<file path="config.mk">
export PLATFORM = sky130hd
export DESIGN_NAME = inst_fetcher_flat
export DESIGN_NICKNAME = d
export VERILOG_FILES = /design/src/rtl/inst_fetcher_pkg.sv /design/src/rtl/inst_fetcher_if.sv /design/src/rtl/inst_fetcher_icache.sv /design/src/rtl/inst_fetcher.sv /design/src/flat_wrapper.sv
export SDC_FILE = /design/constraint.sdc
export NUM_CORES = 2
export LEC_CHECK = 0
export CELL_PAD_IN_SITES_DETAIL_PLACEMENT = 1
export CELL_PAD_IN_SITES_GLOBAL_PLACEMENT = 1
export CORE_ASPECT_RATIO = 0.6
export CORE_MARGIN = 1
export CORE_UTILIZATION = 45
export DETAILED_ROUTE_END_ITERATION = 10
export PLACE_DENSITY_LB_ADDON = 0.3
export SYNTH_ARGS = -nofsm -noshare
export SYNTH_HDL_FRONTEND = slang
export SYNTH_SLANG_ARGS = --single-unit
</file>
<file path="constraint.sdc">
create_clock -name clk -period 4.35 [get_ports clk]
set_input_delay 0.6525 -clock clk [delete_from_list [all_inputs] [get_ports clk]]
set_output_delay 0.6525 -clock clk [all_outputs]
set_load 0.03 [all_outputs]
</file>
<file path="src/rtl/inst_fetcher_pkg.sv">
// Shared definitions for the instruction fetcher: word type, boolean constants,
// I-cache geometry and the fetch FSM state encoding.
package inst_fetcher_pkg;

  localparam int DATA_W = 32;
  typedef logic [DATA_W-1:0] DATA_TYPE;

  localparam logic     TRUE      = 1'b1;
  localparam logic     FALSE     = 1'b0;
  localparam DATA_TYPE ZERO_WORD = '0;

  // Direct-mapped: 64 words, index from pc[7:2], tag from pc[17:8].
  localparam int ICACHE_SIZE     = 64;
  localparam int ICACHE_INDEX_HI = 7;
  localparam int ICACHE_INDEX_LO = 2;
  localparam int ICACHE_TAG_HI   = 17;
  localparam int ICACHE_TAG_LO   = 8;
  localparam int ICACHE_INDEX_W  = ICACHE_INDEX_HI - ICACHE_INDEX_LO + 1;
  localparam int ICACHE_TAG_W    = ICACHE_TAG_HI - ICACHE_TAG_LO + 1;

  typedef logic [ICACHE_INDEX_W-1:0] icache_index_t;
  typedef logic [ICACHE_TAG_W-1:0]   icache_tag_t;

  typedef enum logic {
    ST_IDLE      = 1'b0,
    ST_MISS_WAIT = 1'b1
  } fetch_state_e;

  // Word-aligned successor; wraps modulo 2^32 and ignores pc[1:0].
  function automatic DATA_TYPE pc_plus4(input DATA_TYPE pc);
    return (pc & ~DATA_TYPE'(3)) + DATA_TYPE'(4);
  endfunction

endpackage

</file>
<file path="src/rtl/inst_fetcher_if.sv">
// Bundle of flush, memory-request and instruction-issue signals between the
// fetcher (master) and its environment (slave).
interface inst_fetcher_if import inst_fetcher_pkg::*; ();

  // Handshakes: every *_flag is a one-cycle valid pulse with no ready return.
  // The only backpressure is in_iq_full, which stalls issue and new requests;
  // out_mem_addr stays stable from out_mem_flag until in_mem_flag returns.
  logic     in_rob_xbp;
  DATA_TYPE in_rob_newpc;
  logic     in_iq_full;
  logic     out_mem_flag;
  DATA_TYPE out_mem_addr;
  logic     in_mem_flag;
  DATA_TYPE in_mem_data;
  logic     out_inst_flag;
  DATA_TYPE out_inst;
  DATA_TYPE out_pc;

  modport master (
    input  in_rob_xbp, in_rob_newpc, in_iq_full, in_mem_flag, in_mem_data,
    output out_mem_flag, out_mem_addr, out_inst_flag, out_inst, out_pc
  );

  modport slave (
    output in_rob_xbp, in_rob_newpc, in_iq_full, in_mem_flag, in_mem_data,
    input  out_mem_flag, out_mem_addr, out_inst_flag, out_inst, out_pc
  );

endinterface

</file>
<file path="src/rtl/inst_fetcher_icache.sv">
// Direct-mapped instruction cache: combinational hit/data read port and a
// posedge fill port. Only the valid bits are reset.
module inst_fetcher_icache import inst_fetcher_pkg::*; (
  input  logic          clk,
  input  logic          rst,
  input  icache_index_t rd_index_i,
  input  icache_tag_t   rd_tag_i,
  output logic          rd_hit_o,
  output DATA_TYPE      rd_data_o,
  input  logic          wr_en_i,
  input  icache_index_t wr_index_i,
  input  icache_tag_t   wr_tag_i,
  input  DATA_TYPE      wr_data_i
);

  logic [ICACHE_SIZE-1:0] valid_q;
  icache_tag_t            tag_q  [ICACHE_SIZE];
  DATA_TYPE               data_q [ICACHE_SIZE];

  always_ff @(posedge clk) begin
    if (rst) begin
      valid_q <= '0;
    end else if (wr_en_i) begin
      valid_q[wr_index_i] <= TRUE;
    end
  end

  always_ff @(posedge clk) begin
    if (wr_en_i) begin
      tag_q[wr_index_i]  <= wr_tag_i;
      data_q[wr_index_i] <= wr_data_i;
    end
  end

  assign rd_hit_o  = valid_q[rd_index_i] && (tag_q[rd_index_i] == rd_tag_i);
  assign rd_data_o = data_q[rd_index_i];

endmodule

</file>
<file path="src/rtl/inst_fetcher.sv">
// Instruction fetcher: pc register, IDLE/MISS_WAIT FSM, memory-request and
// instruction-issue handshakes around a direct-mapped I-cache.
module inst_fetcher import inst_fetcher_pkg::*; (
  input  logic           clk,
  input  logic           rst,
  input  logic           rdy,
  inst_fetcher_if.master bus,
  output fetch_state_e   dbg_state_o
);

  fetch_state_e state_q, state_d;
  DATA_TYPE     pc_q, pc_d;
  logic         mem_flag_q, mem_flag_d;
  DATA_TYPE     mem_addr_q, mem_addr_d;
  logic         inst_flag_q, inst_flag_d;
  DATA_TYPE     inst_q, inst_d;
  DATA_TYPE     out_pc_q, out_pc_d;

  logic         hit;
  DATA_TYPE     hit_data;
  logic         fill_en;

  // The fill lands at the requested address even if a flush arrives with it.
  assign fill_en = rdy && !rst && (state_q == ST_MISS_WAIT) && bus.in_mem_flag;

  inst_fetcher_icache u_icache (
    .clk        (clk),
    .rst        (rst),
    .rd_index_i (pc_q[ICACHE_INDEX_HI:ICACHE_INDEX_LO]),
    .rd_tag_i   (pc_q[ICACHE_TAG_HI:ICACHE_TAG_LO]),
    .rd_hit_o   (hit),
    .rd_data_o  (hit_data),
    .wr_en_i    (fill_en),
    .wr_index_i (mem_addr_q[ICACHE_INDEX_HI:ICACHE_INDEX_LO]),
    .wr_tag_i   (mem_addr_q[ICACHE_TAG_HI:ICACHE_TAG_LO]),
    .wr_data_i  (bus.in_mem_data)
  );

  always_ff @(posedge clk) begin
    if (rst) begin
      state_q     <= ST_IDLE;
      pc_q        <= ZERO_WORD;
      mem_flag_q  <= FALSE;
      mem_addr_q  <= ZERO_WORD;
      inst_flag_q <= FALSE;
      inst_q      <= ZERO_WORD;
      out_pc_q    <= ZERO_WORD;
    end else if (rdy) begin
      state_q     <= state_d;
      pc_q        <= pc_d;
      mem_flag_q  <= mem_flag_d;
      mem_addr_q  <= mem_addr_d;
      inst_flag_q <= inst_flag_d;
      inst_q      <= inst_d;
      out_pc_q    <= out_pc_d;
    end
  end

  always_comb begin
    state_d     = state_q;
    pc_d        = pc_q;
    mem_flag_d  = FALSE;
    mem_addr_d  = mem_addr_q;
    inst_flag_d = FALSE;
    inst_d      = inst_q;
    out_pc_d    = out_pc_q;

    if (bus.in_rob_xbp) begin
      pc_d    = bus.in_rob_newpc & ~DATA_TYPE'(3);
      state_d = ST_IDLE;
    end else begin
      case (state_q)
        ST_IDLE: begin
          if (!bus.in_iq_full) begin
            if (hit) begin
              inst_flag_d = TRUE;
              inst_d      = hit_data;
              out_pc_d    = pc_q;
              pc_d        = pc_plus4(pc_q);
            end else begin
              mem_flag_d = TRUE;
              mem_addr_d = pc_q;
              state_d    = ST_MISS_WAIT;
            end
          end
        end
        ST_MISS_WAIT: begin
          // A stalled fill returns to IDLE without issue; the next cycle hits.
          if (bus.in_mem_flag) begin
            state_d = ST_IDLE;
            if (!bus.in_iq_full) begin
              inst_flag_d = TRUE;
              inst_d      = bus.in_mem_data;
              out_pc_d    = pc_q;
              pc_d        = pc_plus4(pc_q);
            end
          end
        end
        default: state_d = ST_IDLE;
      endcase
    end
  end

  assign bus.out_mem_flag  = mem_flag_q;
  assign bus.out_mem_addr  = mem_addr_q;
  assign bus.out_inst_flag = inst_flag_q;
  assign bus.out_inst      = inst_q;
  assign bus.out_pc        = out_pc_q;
  assign dbg_state_o       = state_q;

endmodule
</file>
<file path="src/flat_wrapper.sv">
// flat-port wrapper written by rule: the top's interface ports become plain ports
module inst_fetcher_flat import inst_fetcher_pkg::*;
  (clk, rst, rdy, dbg_state_o, bus_in_rob_xbp, bus_in_rob_newpc, bus_in_iq_full, bus_in_mem_flag, bus_in_mem_data, bus_out_mem_flag, bus_out_mem_addr, bus_out_inst_flag, bus_out_inst, bus_out_pc);
  inst_fetcher_if bus_i ();
  input  logic clk;
  input  logic rst;
  input  logic rdy;
  output fetch_state_e dbg_state_o;
  input wire logic [$bits(bus_i.in_rob_xbp)-1:0] bus_in_rob_xbp;
  input wire logic [$bits(bus_i.in_rob_newpc)-1:0] bus_in_rob_newpc;
  input wire logic [$bits(bus_i.in_iq_full)-1:0] bus_in_iq_full;
  input wire logic [$bits(bus_i.in_mem_flag)-1:0] bus_in_mem_flag;
  input wire logic [$bits(bus_i.in_mem_data)-1:0] bus_in_mem_data;
  output wire logic [$bits(bus_i.out_mem_flag)-1:0] bus_out_mem_flag;
  output wire logic [$bits(bus_i.out_mem_addr)-1:0] bus_out_mem_addr;
  output wire logic [$bits(bus_i.out_inst_flag)-1:0] bus_out_inst_flag;
  output wire logic [$bits(bus_i.out_inst)-1:0] bus_out_inst;
  output wire logic [$bits(bus_i.out_pc)-1:0] bus_out_pc;
  assign bus_i.in_rob_xbp = bus_in_rob_xbp;
  assign bus_i.in_rob_newpc = bus_in_rob_newpc;
  assign bus_i.in_iq_full = bus_in_iq_full;
  assign bus_i.in_mem_flag = bus_in_mem_flag;
  assign bus_i.in_mem_data = bus_in_mem_data;
  assign bus_out_mem_flag = bus_i.out_mem_flag;
  assign bus_out_mem_addr = bus_i.out_mem_addr;
  assign bus_out_inst_flag = bus_i.out_inst_flag;
  assign bus_out_inst = bus_i.out_inst;
  assign bus_out_pc = bus_i.out_pc;
  inst_fetcher u_core (.clk(clk), .rst(rst), .rdy(rdy), .bus(bus_i), .dbg_state_o(dbg_state_o));
endmodule
</file>
==> results.md <==
- Worst R2R Setup Slack: 0.05 ns
- Residual DRC: 0
- Clock Tree Root: clkbuf_16
- Crit path DAT: 5.12 ns
- Nets: 5754
- Rel. slew slack: 23.7%
- WL/cell: 37.7 um
- Post-synth EDFFs: 2688
- Drt total wl: 346000 um
- Fill count: 21500
- Tot GR Track Use: 27.4%
- Reg2reg path depth: 12
- Final Wtd Congestion: 0.820
- Dpl cells: 8721
- Worst slew pin tran: 1.14 ns
- IO Port Bufs: 162
- 1st-pass router iterations: 6
- Syn. warnings: 0
- Clock Skew: 0.0668 ns
- Largest net degree at the start of global routing: 143
- Area of the multi-input gates: 25900 sq um
- Crit path largest cell delay: 0.79 ns
- Fmax: 232 MHz
- CP Max Fanout: 35
- Vias/cell: 6.51
- Vias: 59800
- CTS buffer count: 249
- Register area share after synthesis: 75.8%
- Unrepaired setup endpoints after global routing: no
- Worst hold start: bus_in_mem_data[15]
- Initial antenna violation count: 22
- Die Y-Extent: 388 um
- Post-layout minimum cycle time: 4.30 ns
- Worst min path class: primary input to register
- Final ANT Viol Nets: 0
- Row count: 141
- Share of cells above drive strength 1: 27.3%
- Cell Count, Final, Fillers Out: 9181
- Ys flop type: edfxtp_1
- Area grow syn2layout: 14.7%
- Final Hold Fails: 0
- Mean Syn Cell Area: 21.2 sq um
- Dpl hpwl: 201000 um
- CTS sink count: 2883
- Pwr dens: 429 nW/um^2
- Critical path capture point type: register
- Cells after synthesis: 5277
- Htree depth: 4
- First-pass GRT wire length: 476000 um
- Die Width: 645 um
- Startpoint types: register
- I/O Pins: 169
- Setup bufs post-CTS: 0
- Setup TNS: 0 ns
- Clk buf depth: 4
- Register Area: 84700 sq um
- CP Class: register to register
- Worst EP required: 5.17 ns
- WHS Path Cells: 1
- Status: finished clean
- Number of global-route vias before repair: 58900
- Final setup fails: 0
- Post-synth ARST share: 0%
- Worst-Skew Late Latency: 0.94 ns
- Number of DRC markers in iteration 0: 9521
- DIE AREA: 250000 sq um
- Reg2reg end: u_core.bus.out_pc[3]
- Final Cycle Share: 98.9%
- Min-Delay Endpoint: u_core.u_icache.data_q[44][15]
- GR Overflow Total: 0
- Leak Pwr: 38.7 nW
- # Max-Cap Violations: 0
- Distinct cell type count after synthesis: 72
- CTS tree: done
- Post-layout util: 52.0%
- Core footprint: 246000 sq um
- Post-Syn Area: 112000 sq um
- Worst-path cell chain: and2_1 > buf_4 > buf_4 > a21oi_1 > o211ai_1 > nand4_1 > and2_1 > o221ai_1 > nand2_1 > nand4b_4 > and2_4 > mux2i_1
- Maximum vdd drop: 0.432 mV
- Clock Pin Slew Worst Setup and Hold Paths: 0.07 ns
- Max-slew violation count: 0
- Seq cells post-synth: 2883
- Max stage delay cell, worst path: and2_4
- Initial Util: 45.3%
- Hold-fix buffers, CTS: 0
## cells in the mapped netlist, types with 16 or more instances
master	instances	area share, %
edfxtp_1	2688	72
mux4_2	739	15
mux2i_1	250	2.2
nor2_1	230	0.77
dfxtp_1	195	3.5
clkbuf_1	193	0.65
a21oi_1	118	0.53
nand3_1	116	0.52
nand2_1	105	0.35
a22oi_1	88	0.59
buf_2	65	0.29
o21ai_0	52	0.23
nor3_1	33	0.15
buf_4	32	0.22
nand4b_1	32	0.25
o31ai_2	27	0.30
a21bo_2	26	0.23
buf_6	26	0.26
nand4_1	23	0.13
nor2b_1	21	0.12
o32ai_1	18	0.14
and2_1	16	0.090
## per-layer routing
layer  wire length (um)  track usage [%]
met1             146000             42.3
met2             152000             39.9
met3              39400             5.95
met4               8610             6.41
met5                  0                0
## power breakdown
| group | total [mW] | switching [mW] | internal (mW) |
|---|---|---|---|
| logic | 2.66 | 1.51 | 1.14 |
| registers | 30.2 | 0.0579 | 30.2 |
| clock network | 22.0 | 10.1 | 11.9 |
## cell usage in the layout (no fill, tap or decap), types with 11 or more instances in the layout
master           Yosys  layout
nor3_1              33      33
clkinv_1             1      52
dfxtp_1            195     178
mux2i_1            250     250
nand2_1            105     105
nor2b_1             21      19
a21bo_2             26      26
and2_1              16      16
o22ai_1             13      13
dfxtp_2              0      11
buf_12               0     133
nor2_1             230     164
nor2_4               0      65
bufinv_16            0      20
clkinv_2             0      45
nand3_1            116     116
buf_4               32     187
a22oi_1             88      88
nand4b_1            32      32
clkbuf_16            0     252
o32ai_1             18      18
mux4_2             739     739
buf_2               65      33
edfxtp_1          2688    2688
a21oi_1            118     117
o21ai_0             52      52
clkdlybuf4s50_1      0     128
nand4_1             23      23
clkbuf_1           193      60
o31ai_2             27      27
## worst max path at each step
stage               startpoint                            end
finish                register           u_core.bus.out_pc[3]
global route          register    u_core.bus.out_mem_addr[21]
CTS                   register        u_core.bus.out_inst[16]
detailed placement    register         u_core.bus.out_inst[5]
global placement      register         u_core.bus.out_inst[3]
floorplan                  rst  u_core.u_icache.data_q[30][0]
## what timing repair did
item | in CTS | in global routing
endpoints found under the hold margin | 0 | 0
gates resized for setup | 0 | 1
setup endpoints to repair | 0 | 6
## metrics by stage
stage	instance area, sq um	hold WS [ns]	setup WS [ns]	total power, mW
2_1_floorplan	112000	0.435	0.506	32.4
3_3_place_gp	120000	0.444	0.259	33.4
3_5_place_dp	120000	0.459	0.136	33.5
4_1_cts	128000	0.130	0.117	55.1
5_1_grt	128000	0.166	0.00198	56.2
6_report	128000	0.188	0.0475	54.9
## layout make-up
| class | instances | area share (%) |
|---|---|---|
| Timing Repair Buffer | 482 | 4.32 |
| Tap cell | 3289 | 3.21 |
| Sequential cell | 2883 | 66.1 |
| Antenna cell | 6 | 0.0117 |
| Clock buffer | 315 | 5.13 |
| Multi-Input combinational cell | 2060 | 20.2 |
| Clock inverter | 139 | 0.966 |
| Inverter | 7 | 0.0215 |
## logic make-up (layout without fill, tap and decap cells)
| family | after synthesis | in the layout | share of synthesized area, % |
|---|---|---|---|
| AOI/OAI and AO/OA | 421 | 421 | 2.70 |
| xor gates and xnor gates | 3 | 3 | 0.0235 |
| adders and majority gates | 1 | 1 | 0.0112 |
| buffers and inverters | 337 | 943 | 1.49 |
| DFF | 2883 | 2883 | 75.8 |
| muxes | 995 | 995 | 17.2 |
| other | 1 | 10 | 0.00336 |
| and+or+nand+nor | 636 | 636 | 2.77 |
## state kept, by name, summed over array words and instances (netlist names), named ones only
| name | count |
|---|---|
| u_core.bus.out_mem_flag | 1 |
| u_core.bus.out_inst_flag | 1 |
| u_core.u_icache.valid_q | 64 |
| u_core.bus.out_pc | 30 |
| u_core.pc_q | 30 |
| u_core.dbg_state_o | 1 |
| u_core.bus.out_inst | 32 |
| u_core.u_icache.tag_q | 640 |
| u_core.u_icache.data_q | 2048 |
| u_core.bus.out_mem_addr | 30 |
## critical path, delay by kind of cell, from the launching register on
family | cells | cell delay, ns
buffers and inverters | 2 | 0.58
AO/OA/AOI/OAI | 3 | 0.43
AND/OR/NAND/NOR | 6 | 2.21
flip-flops | 1 | 0.62
multiplexers | 1 | 0.29
Note: power is estimated with default switching activity, not from simulation.
